`src/rtl/tick_timer_multi_if.sv`:
```
// tick_timer_multi control/status bundle.
// Master drives the channel controls; slave is the timer.
interface tick_timer_multi_if #(
  parameter int NUM_CH   = 3,
  parameter int PERIOD_W = 8
);
  logic                       enable;
  logic [NUM_CH*PERIOD_W-1:0] ch_period;
  logic [NUM_CH-1:0]          ch_oneshot;
  logic [NUM_CH-1:0]          ch_restart;
  logic                       base_tick;
  logic [NUM_CH-1:0]          ch_tick;
  logic [NUM_CH-1:0]          ch_busy;

  modport master (
    output enable,
    output ch_period,
    output ch_oneshot,
    output ch_restart,
    input  base_tick,
    input  ch_tick,
    input  ch_busy
  );

  modport slave (
    input  enable,
    input  ch_period,
    input  ch_oneshot,
    input  ch_restart,
    output base_tick,
    output ch_tick,
    output ch_busy
  );
endinterface

```
`src/rtl/tick_timer_multi.sv`:
```
// Shared base-tick prescaler feeding NUM_CH programmable
// channel dividers (continuous / one-shot, restart, pause).
module tick_timer_multi #(
  parameter int BASE_CYCLES = 1000000,
  parameter int NUM_CH      = 3,
  parameter int PERIOD_W    = 8
) (
  input  logic              clk,
  input  logic              reset,
  tick_timer_multi_if.slave bus
);
  localparam int CW = $clog2(BASE_CYCLES);
  localparam logic [CW-1:0] LAST = CW'(BASE_CYCLES - 1);

  typedef enum logic {
    IDLE = 1'b0,
    RUN  = 1'b1
  } st_t;

  logic [CW-1:0] r_pre;
  logic          r_base;
  logic          w_adv;

  // Channels only advance on a base tick seen while enabled
  assign w_adv         = r_base & bus.enable;
  assign bus.base_tick = r_base;

  always_ff @(posedge clk or negedge reset) begin
    if (!reset) begin
      r_pre  <= '0;
      r_base <= 1'b0;
    end else if (bus.enable) begin
      if (r_pre == LAST) begin
        r_pre  <= '0;
        r_base <= 1'b1;
      end else begin
        r_pre  <= r_pre + 1'b1;
        r_base <= 1'b0;
      end
    end else begin
      r_base <= 1'b0;
    end
  end

  for (genvar g = 0; g < NUM_CH; g++) begin : g_ch
    st_t                 r_st;
    st_t                 w_st_n;
    logic [PERIOD_W-1:0] r_cnt;
    logic [PERIOD_W-1:0] w_cnt_n;
    logic [PERIOD_W-1:0] r_per;
    logic [PERIOD_W-1:0] w_per_n;
    logic [PERIOD_W-1:0] w_prd;
    logic                r_os;
    logic                w_os_n;
    logic                r_tick;
    logic                w_tick_n;
    logic                w_rst;
    logic                w_run;
    logic                w_term;

    assign w_prd  = bus.ch_period[g*PERIOD_W +: PERIOD_W];
    assign w_rst  = bus.ch_restart[g];
    // Restart outranks a coincident terminal tick
    assign w_run  = (r_st == RUN) & w_adv & ~w_rst;
    assign w_term = (r_cnt == (r_per - PERIOD_W'(1)));

    always_comb begin
      w_st_n   = r_st;
      w_cnt_n  = r_cnt;
      w_per_n  = r_per;
      w_os_n   = r_os;
      w_tick_n = 1'b0;
      unique case (1'b1)
        w_rst: begin
          w_per_n = w_prd;
          w_os_n  = bus.ch_oneshot[g];
          w_cnt_n = '0;
          w_st_n  = (w_prd != '0) ? RUN : IDLE;
        end
        (w_run & w_term): begin
          w_cnt_n  = '0;
          w_tick_n = 1'b1;
          if (r_os) begin
            w_st_n = IDLE;
          end else begin
            w_per_n = w_prd;
            w_st_n  = (w_prd != '0) ? RUN : IDLE;
          end
        end
        (w_run & ~w_term): begin
          w_cnt_n = r_cnt + 1'b1;
        end
        default: begin
        end
      endcase
    end

    always_ff @(posedge clk or negedge reset) begin
      if (!reset) begin
        r_st   <= IDLE;
        r_cnt  <= '0;
        r_per  <= '0;
        r_os   <= 1'b0;
        r_tick <= 1'b0;
      end else begin
        r_st   <= w_st_n;
        r_cnt  <= w_cnt_n;
        r_per  <= w_per_n;
        r_os   <= w_os_n;
        r_tick <= w_tick_n;
      end
    end

    assign bus.ch_tick[g] = r_tick;
    assign bus.ch_busy[g] = (r_st == RUN);
  end
endmodule

```
`src/flat_wrapper.sv`:
```
// flat-port wrapper written by rule: the top's interface ports become plain ports
module tick_timer_multi_flat 
#(
  parameter int BASE_CYCLES = 1000000,
  parameter int NUM_CH      = 3,
  parameter int PERIOD_W    = 8
)
  (clk, reset, bus_enable, bus_ch_period, bus_ch_oneshot, bus_ch_restart, bus_base_tick, bus_ch_tick, bus_ch_busy);
  tick_timer_multi_if #(.NUM_CH(NUM_CH), .PERIOD_W(PERIOD_W)) bus_i ();
  input  logic clk;
  input  logic reset;
  input wire logic [$bits(bus_i.enable)-1:0] bus_enable;
  input wire logic [$bits(bus_i.ch_period)-1:0] bus_ch_period;
  input wire logic [$bits(bus_i.ch_oneshot)-1:0] bus_ch_oneshot;
  input wire logic [$bits(bus_i.ch_restart)-1:0] bus_ch_restart;
  output wire logic [$bits(bus_i.base_tick)-1:0] bus_base_tick;
  output wire logic [$bits(bus_i.ch_tick)-1:0] bus_ch_tick;
  output wire logic [$bits(bus_i.ch_busy)-1:0] bus_ch_busy;
  assign bus_i.enable = bus_enable;
  assign bus_i.ch_period = bus_ch_period;
  assign bus_i.ch_oneshot = bus_ch_oneshot;
  assign bus_i.ch_restart = bus_ch_restart;
  assign bus_base_tick = bus_i.base_tick;
  assign bus_ch_tick = bus_i.ch_tick;
  assign bus_ch_busy = bus_i.ch_busy;
  tick_timer_multi #(.BASE_CYCLES(BASE_CYCLES), .NUM_CH(NUM_CH), .PERIOD_W(PERIOD_W)) u_core (.clk(clk), .reset(reset), .bus(bus_i));
endmodule
```
`config.mk`:
```
export PLATFORM = sky130hd
export DESIGN_NAME = tick_timer_multi_flat
export DESIGN_NICKNAME = d
export VERILOG_FILES = /design/src/rtl/tick_timer_multi_if.sv /design/src/rtl/tick_timer_multi.sv /design/src/flat_wrapper.sv
export SDC_FILE = /design/constraint.sdc
export NUM_CORES = 1
export LEC_CHECK = 0
export ABC_AREA = 1
export CAP_MARGIN = 40
export CORE_ASPECT_RATIO = 1.1
export CORE_MARGIN = 1.5
export CORE_UTILIZATION = 35
export CTS_CLUSTER_SIZE = 16
export DETAILED_ROUTE_END_ITERATION = 6
export GPL_ROUTABILITY_DRIVEN = 0
export PLACE_DENSITY = 0.52
export SLEW_MARGIN = 20
export SYNTH_ARGS = -nofsm -noshare
export SYNTH_HDL_FRONTEND = slang
export SYNTH_SLANG_ARGS = --single-unit
```
`constraint.sdc`:
```
create_clock -name clk -period 2.2 [get_ports clk]
set_input_delay 0.44 -clock clk [delete_from_list [all_inputs] [get_ports clk]]
set_output_delay 0.44 -clock clk [all_outputs]
set_load 0.005 [all_outputs]
```
* Word-level counts from Yosys, hierarchy flattened *
Cells that the tools add are included.

storage, ports and cells
  input bits = 33
  register bits = 78

operators by class
  reduce and logical (&&, ||, !) cells = 15
  $add $sub $neg = 7
  eq/ne operators = 7
  multiplexer cells = 24
  bitwise gates (word level) = 19

operators by type and width
  cell                     number
  $pmux W8 S2              6
  $add A8 B1 Y8 const B    3
  $eq A8 B8 Y1             3
  $mux W8                  3
  $reduce_bool A8 Y1       3
  $sub A8 B1 Y8 const B    3
  $add A20 B1 Y20 const B  1
  $eq A20 B20 Y1 const B   1
  $mux W20                 1
  $and A1 B1 Y1            13
  $reduce_bool A2 Y1       6
  $mux W1                  11
  $ne A2 B2 Y1 const B     3
  $not A1 Y1               6
  $pmux W1 S2              3
  $reduce_and A2 Y1        3
  $reduce_or A2 Y1         3

* Longest topological paths before layout *
  depth after elaboration = 6
  mapped depth = 15

* Worst setup path before layout *
OpenSTA, ideal clock, no wires.

  kind = register to register
  start = register u_core.g_ch[1].r_per[0]
  end = register u_core.g_ch[1].r_per[3]
  cell stages (with the launch flop) = 15
  buffers on the path = 1
  period minus slack after synthesis = 1.787 ns
  slack = 0.413 ns
  library setup time = 0.117 ns
  arrival = 1.670 ns
  cell sequence = dfrtp_1 inv_1 ha_1 nand2_2 nor2_2 nand3_2 nand2_1 nand2_1 nand2_1 nor2_2 nand2_2 nand2_4 buf_8 nand4_1 nand2_1

on the way
  longest elaborated chain between the ends = 5
  elaborated cells on any way between the ends = 7
  those cells by class = add/sub (1); eq/ne (2); mux (1); bitwise (1); reduce/logical (2)

RTL lines
  what                                                                 line                     source
  start: declaration                                                   tick_timer_multi.sv:50   logic [PERIOD_W-1:0] r_per;
  start signal: assignment                                             tick_timer_multi.sv:108  r_per <= w_per_n;
  $sub A8 B1 Y8 *                                                      tick_timer_multi.sv:65   assign w_term = (r_cnt == (r_per - PERIOD_W'(1)));
  $eq A8 B8 Y1 *                                                       tick_timer_multi.sv:65
  $and A1 B1 Y1 *                                                      tick_timer_multi.sv:80   (w_run & w_term): begin
  $ne A2 B2 Y1 (no line) / $reduce_bool A2 Y1 (equally long branches)  --
  $reduce_and A2 Y1 (no line)                                          --

Every way passes the cells marked *; elsewhere a longest branch is shown, timed or not.
A chain may end at the register's enable or synchronous reset.

* Worst setup path after layout *
  start = register u_core.g_ch[1].r_per[0]
  end = register u_core.g_ch[1].r_per[0]

Same word-level chain as after synthesis.

==> impl_summary.txt <==
----------------------------------------------------
[Status]
  Run status ... finished clean

[Route]
  Detail-routed via count per cell ... 4.87
  Routed Antenna Nets ... 0
  Remaining DRCs ... 0
  Final wirelength ... 10.7 mm
  DR vias ... 4,133
  Drt wl/cell ... 12.6 um
  Pre-Repair DR Iteration Count ... 4
  DRC violation total after the first TritonRoute iteration ... 153

[Worst hold path]
  Worst min-delay path category ... in2async

[Global route]
  Antenna violations before repair ... 0
  Remaining global-route overflow ... 0
  First-pass GRT wire length ... 17.8 mm
  Number of global-route vias before repair ... 3,899
  Pin count of the biggest net entering global routing ... 34
  Tot GR Track Use ... 16.0%

[CTS]
  Number of clock sinks ... 78
  Count of H-tree levels built during CTS ... 3
  # hold bufs at CTS ... 0
  Number of buffers inserted during clock tree synthesis ... 9
  Clock Tree Root ... sky130_fd_sc_hd__clkbuf_16
  Clk Latency, worst-skew pair ... 340 ps
  Clock tree from TritonCTS ... built
  Clock slew at the register clock pins of the worst setup and hold paths ... 60 ps
  Max Buffers Root-to-Sink ... 2

[STA]
  Count of final setup violators ... 0
  Number of hold violations in the final report ... 0
  WHS ... 41.7 ps
  Final period utilization ... 90.6%
  Largest clock skew in the final design ... 8.63 ps
  Worst relative slew slack ... 68.0%
  Final count of pins violating max slew ... 0
  Slew @ Worst Pin ... 475 ps
  Timing-limited maximum frequency ... 0.502 GHz
  Final Critical Period ... 1990 ps

[Yosys]
  YS warnings ... 0
  Avg Synthesized Cell Area ... 7.51 sq um
  Seq/Total Area, Yosys ... 41.9%
  Number of synthesized register bits ... 78
  Synthesized Nets ... 661
  Mapped Cells ... 621
  Top_reg_cell synth ... sky130_fd_sc_hd__dfrtp_1
  Synth cell types ... 36
  Count of flip-flops with a built-in enable after synthesis ... 0
  Summed instance area of the synthesized netlist ... 4660 sq um
  Post-synthesis async set-or-reset flop share ... 100%

[Floorplanning]
  Starting Density ... 35.6%
  Vertical die dimension ... 124 um
  Placeable core region ... 13,100 sq um
  Horizontal die dimension ... 113 um
  Die area ... 14,000 sq um
  Rows ... 44
  I/O pin count ... 40

[Power and ir drop]
  Lkg Pwr ... 0.00282 uW
  Share of total power consumed by net switching ... 27.7%
  Internal power summed over all cells ... 2870 uW
  Part of the power in registers ... 41.9%
  Cell area power density ... 695 nW/um^2
  Combinational Power Share ... 17.2%
  Overall power after layout ... 3960 uW
  Part of the total power dissipated in the clock network ... 40.8%
  Max IR drop VDD ... 0.292 mV
  Switching power summed over all nets ... 1100 uW

[Setup path]
  Crit Reg-Reg Startpoint ... u_core.g_ch[1].r_per[0]$_DFFE_PN0P_
  Kind of end point of the critical path ... flop
  Worst Setup EP ... u_core.g_ch[1].r_per[0]$_DFFE_PN0P_
  Worst reg2reg path endpoint ... u_core.g_ch[1].r_per[0]$_DFFE_PN0P_
  Path type of the worst setup path ... reg2reg
  Critical path's slowest cell ... sky130_fd_sc_hd__dfrtp_1
  Critical Path Most Common Cell ... sky130_fd_sc_hd__nand2_1
  Worst EP required ... 2440 ps
  Launching element type of the critical path ... flop
  Beginning of the critical path ... u_core.g_ch[1].r_per[0]$_DFFE_PN0P_
  Max incr delay on CP ... 400 ps
  Max FO, Critical Path ... 16
  Minimum setup slack among reg-to-reg paths ... 210 ps
  Critical Path, Cell by Cell ... inv_1, ha_1, nand2_2, nor2_2, xor2_1, nand2_1, nor2_2, nand2_2, nand2_8, nand3_4, nand2_1, nand2_1
  Arr. time, crit path ... 2230 ps
  Cell depth of the worst flop-to-flop path ... 12

[Job]
  Max-Cap Viols ... 0

[Cells and area]
  N_diodes ... 0
  Area growth from synthesis to layout ... 22.4%
  Fill cells ... 1,329
  Multi-input gate area in the final layout ... 2340 sq um
  Layout Cell Area excl Fill ... 5700 sq um
  Fraction of layout instances using a drive strength above 1 ... 9.59%
  Final #Nets ... 723
  Storage element area ... 1950 sq um

[Placement]
  Placement-stage cell area ... 5320 sq um
  Total half-perimeter wirelength after legalization and detailed placement ... 8.09 mm
  Number of port buffers ... 39

----------------------------------------------------
[cells in the mapped netlist (5+ instances only)]
cell type	n	area (sq um)
sky130_fd_sc_hd__nand2_1	155	582
sky130_fd_sc_hd__nand3_1	89	445
sky130_fd_sc_hd__inv_1	85	319
sky130_fd_sc_hd__dfrtp_1	78	1950
sky130_fd_sc_hd__nor2_1	57	214
sky130_fd_sc_hd__xor2_1	27	236
sky130_fd_sc_hd__nand4_1	16	100
sky130_fd_sc_hd__o22ai_1	15	93.8
sky130_fd_sc_hd__xnor2_1	11	96.3
sky130_fd_sc_hd__o21ai_0	10	50.1
sky130_fd_sc_hd__nor3_1	9	45.0
sky130_fd_sc_hd__nor2_2	8	50.1
sky130_fd_sc_hd__nor4_1	8	50.1
sky130_fd_sc_hd__a21oi_1	7	35.0
sky130_fd_sc_hd__ha_1	7	87.6
sky130_fd_sc_hd__buf_4	6	45.0
sky130_fd_sc_hd__nand2_2	5	31.3
[what timing repair did]
item / in CTS / in global routing
gates resized for setup: 0 / 6
setup endpoints to repair: 0 / 20
setup buffers: 0 / 4
[cell families (layout without fill, tap and decap cells)]
kind of cell	after synthesis	after routing	share of synthesized area [%]
AND/OR/NAND/NOR	360	361	35.1
buffers and inverters	98	164	8.70
flip-flops	78	78	41.9
AO/OA/AOI/OAI	40	40	5.26
XOR/XNOR	38	38	7.14
adder cells (fa/ha/maj)	7	7	1.88
[cell type report]
type,count,share of cell area (%)
sequential,78,34.2
multi-input combinational,446,41.0
timing repair buffer,62,10.0
tap,161,3.53
clock buffer,13,4.39
clock inverter,3,1.18
inverter,86,5.66
[how the worst min path moves through the flow]
stage | cells after the start | endpoint | slack [ps]
after floorplan | 0 | u_core.bus.base_tick$_DFF_PN0_ | 140
after global placement | 1 | u_core.g_ch[0].r_per[6]$_DFFE_PN0P_ | 430
after detailed placement | 1 | u_core.g_ch[0].r_per[6]$_DFFE_PN0P_ | 430
after CTS | 1 | u_core.g_ch[0].r_per[6]$_DFFE_PN0P_ | 70
after global routing | 1 | u_core.g_ch[0].r_per[6]$_DFFE_PN0P_ | 80
final | 1 | u_core.g_ch[0].r_per[6]$_DFFE_PN0P_ | 40
[layout by cell type (no fill, tap or decap), types with 7 or more instances in the layout]
cell and count:
sky130_fd_sc_hd__clkdlybuf4s50_1 38, sky130_fd_sc_hd__nor2_1 55, sky130_fd_sc_hd__nand2_1 154, sky130_fd_sc_hd__inv_1 85, sky130_fd_sc_hd__o21ai_0 10, sky130_fd_sc_hd__xor2_1 27
sky130_fd_sc_hd__nor4_1 8, sky130_fd_sc_hd__nand3_1 88, sky130_fd_sc_hd__dfrtp_1 78, sky130_fd_sc_hd__clkbuf_16 9, sky130_fd_sc_hd__nor3_1 9, sky130_fd_sc_hd__a21oi_1 7
sky130_fd_sc_hd__o22ai_1 15, sky130_fd_sc_hd__nor2_2 10, sky130_fd_sc_hd__xnor2_1 11, sky130_fd_sc_hd__buf_4 23, sky130_fd_sc_hd__ha_1 7, sky130_fd_sc_hd__nand4_1 16
[power groups by stage]
stage	clock (uW)	sequential [uW]	combinational, uW
global placement	0	1690	668
CTS	1670	1660	683
floorplan	0	1650	472
finish	1620	1660	683
detailed placement	0	1680	681
global route	1710	1680	785
[metrics by stage]
stage | utilization, % | worst slack, ps | TNS (ps) | instances
floorplan | - | 413 | 0 | 621
finish | 43.5 | 206 | 0 | 849
global placement | 40.6 | 114 | 0 | 828
detailed placement | 40.6 | 80.4 | 0 | 828
CTS | 43.0 | 131 | 0 | 844
global route | 43.5 | -5.71 | -5.71 | 849
[layer usage]
layer / GRT usage [%] / up-vias / routed length, um
li1: - / 2138 / -
met1: 20.0 / 1919 / 5080
met2: 27.6 / 61 / 5160
met3: 2.43 / 15 / 285
met4: 6.88 / 0 / 176
met5: 0 / - / 0
[flip-flops by register name, indices dropped and copies added (netlist names)]
signal	count
u_core.bus.base_tick	1
u_core.g_ch.r_st	3
u_core.g_ch.r_tick	3
u_core.g_ch.r_cnt	24
u_core.g_ch.r_os	3
u_core.g_ch.r_per	24
u_core.r_pre	20
[critical path: cells and delay by family, from the launching register on]
family / cells / cell delay, ps
XOR/XNOR: 1 / 160
adder cells (fa/ha/maj): 1 / 250
flip-flops: 1 / 400
AND/OR/NAND/NOR: 9 / 1000
buffers and inverters: 1 / 80
Power figures use the tool's default switching activity.
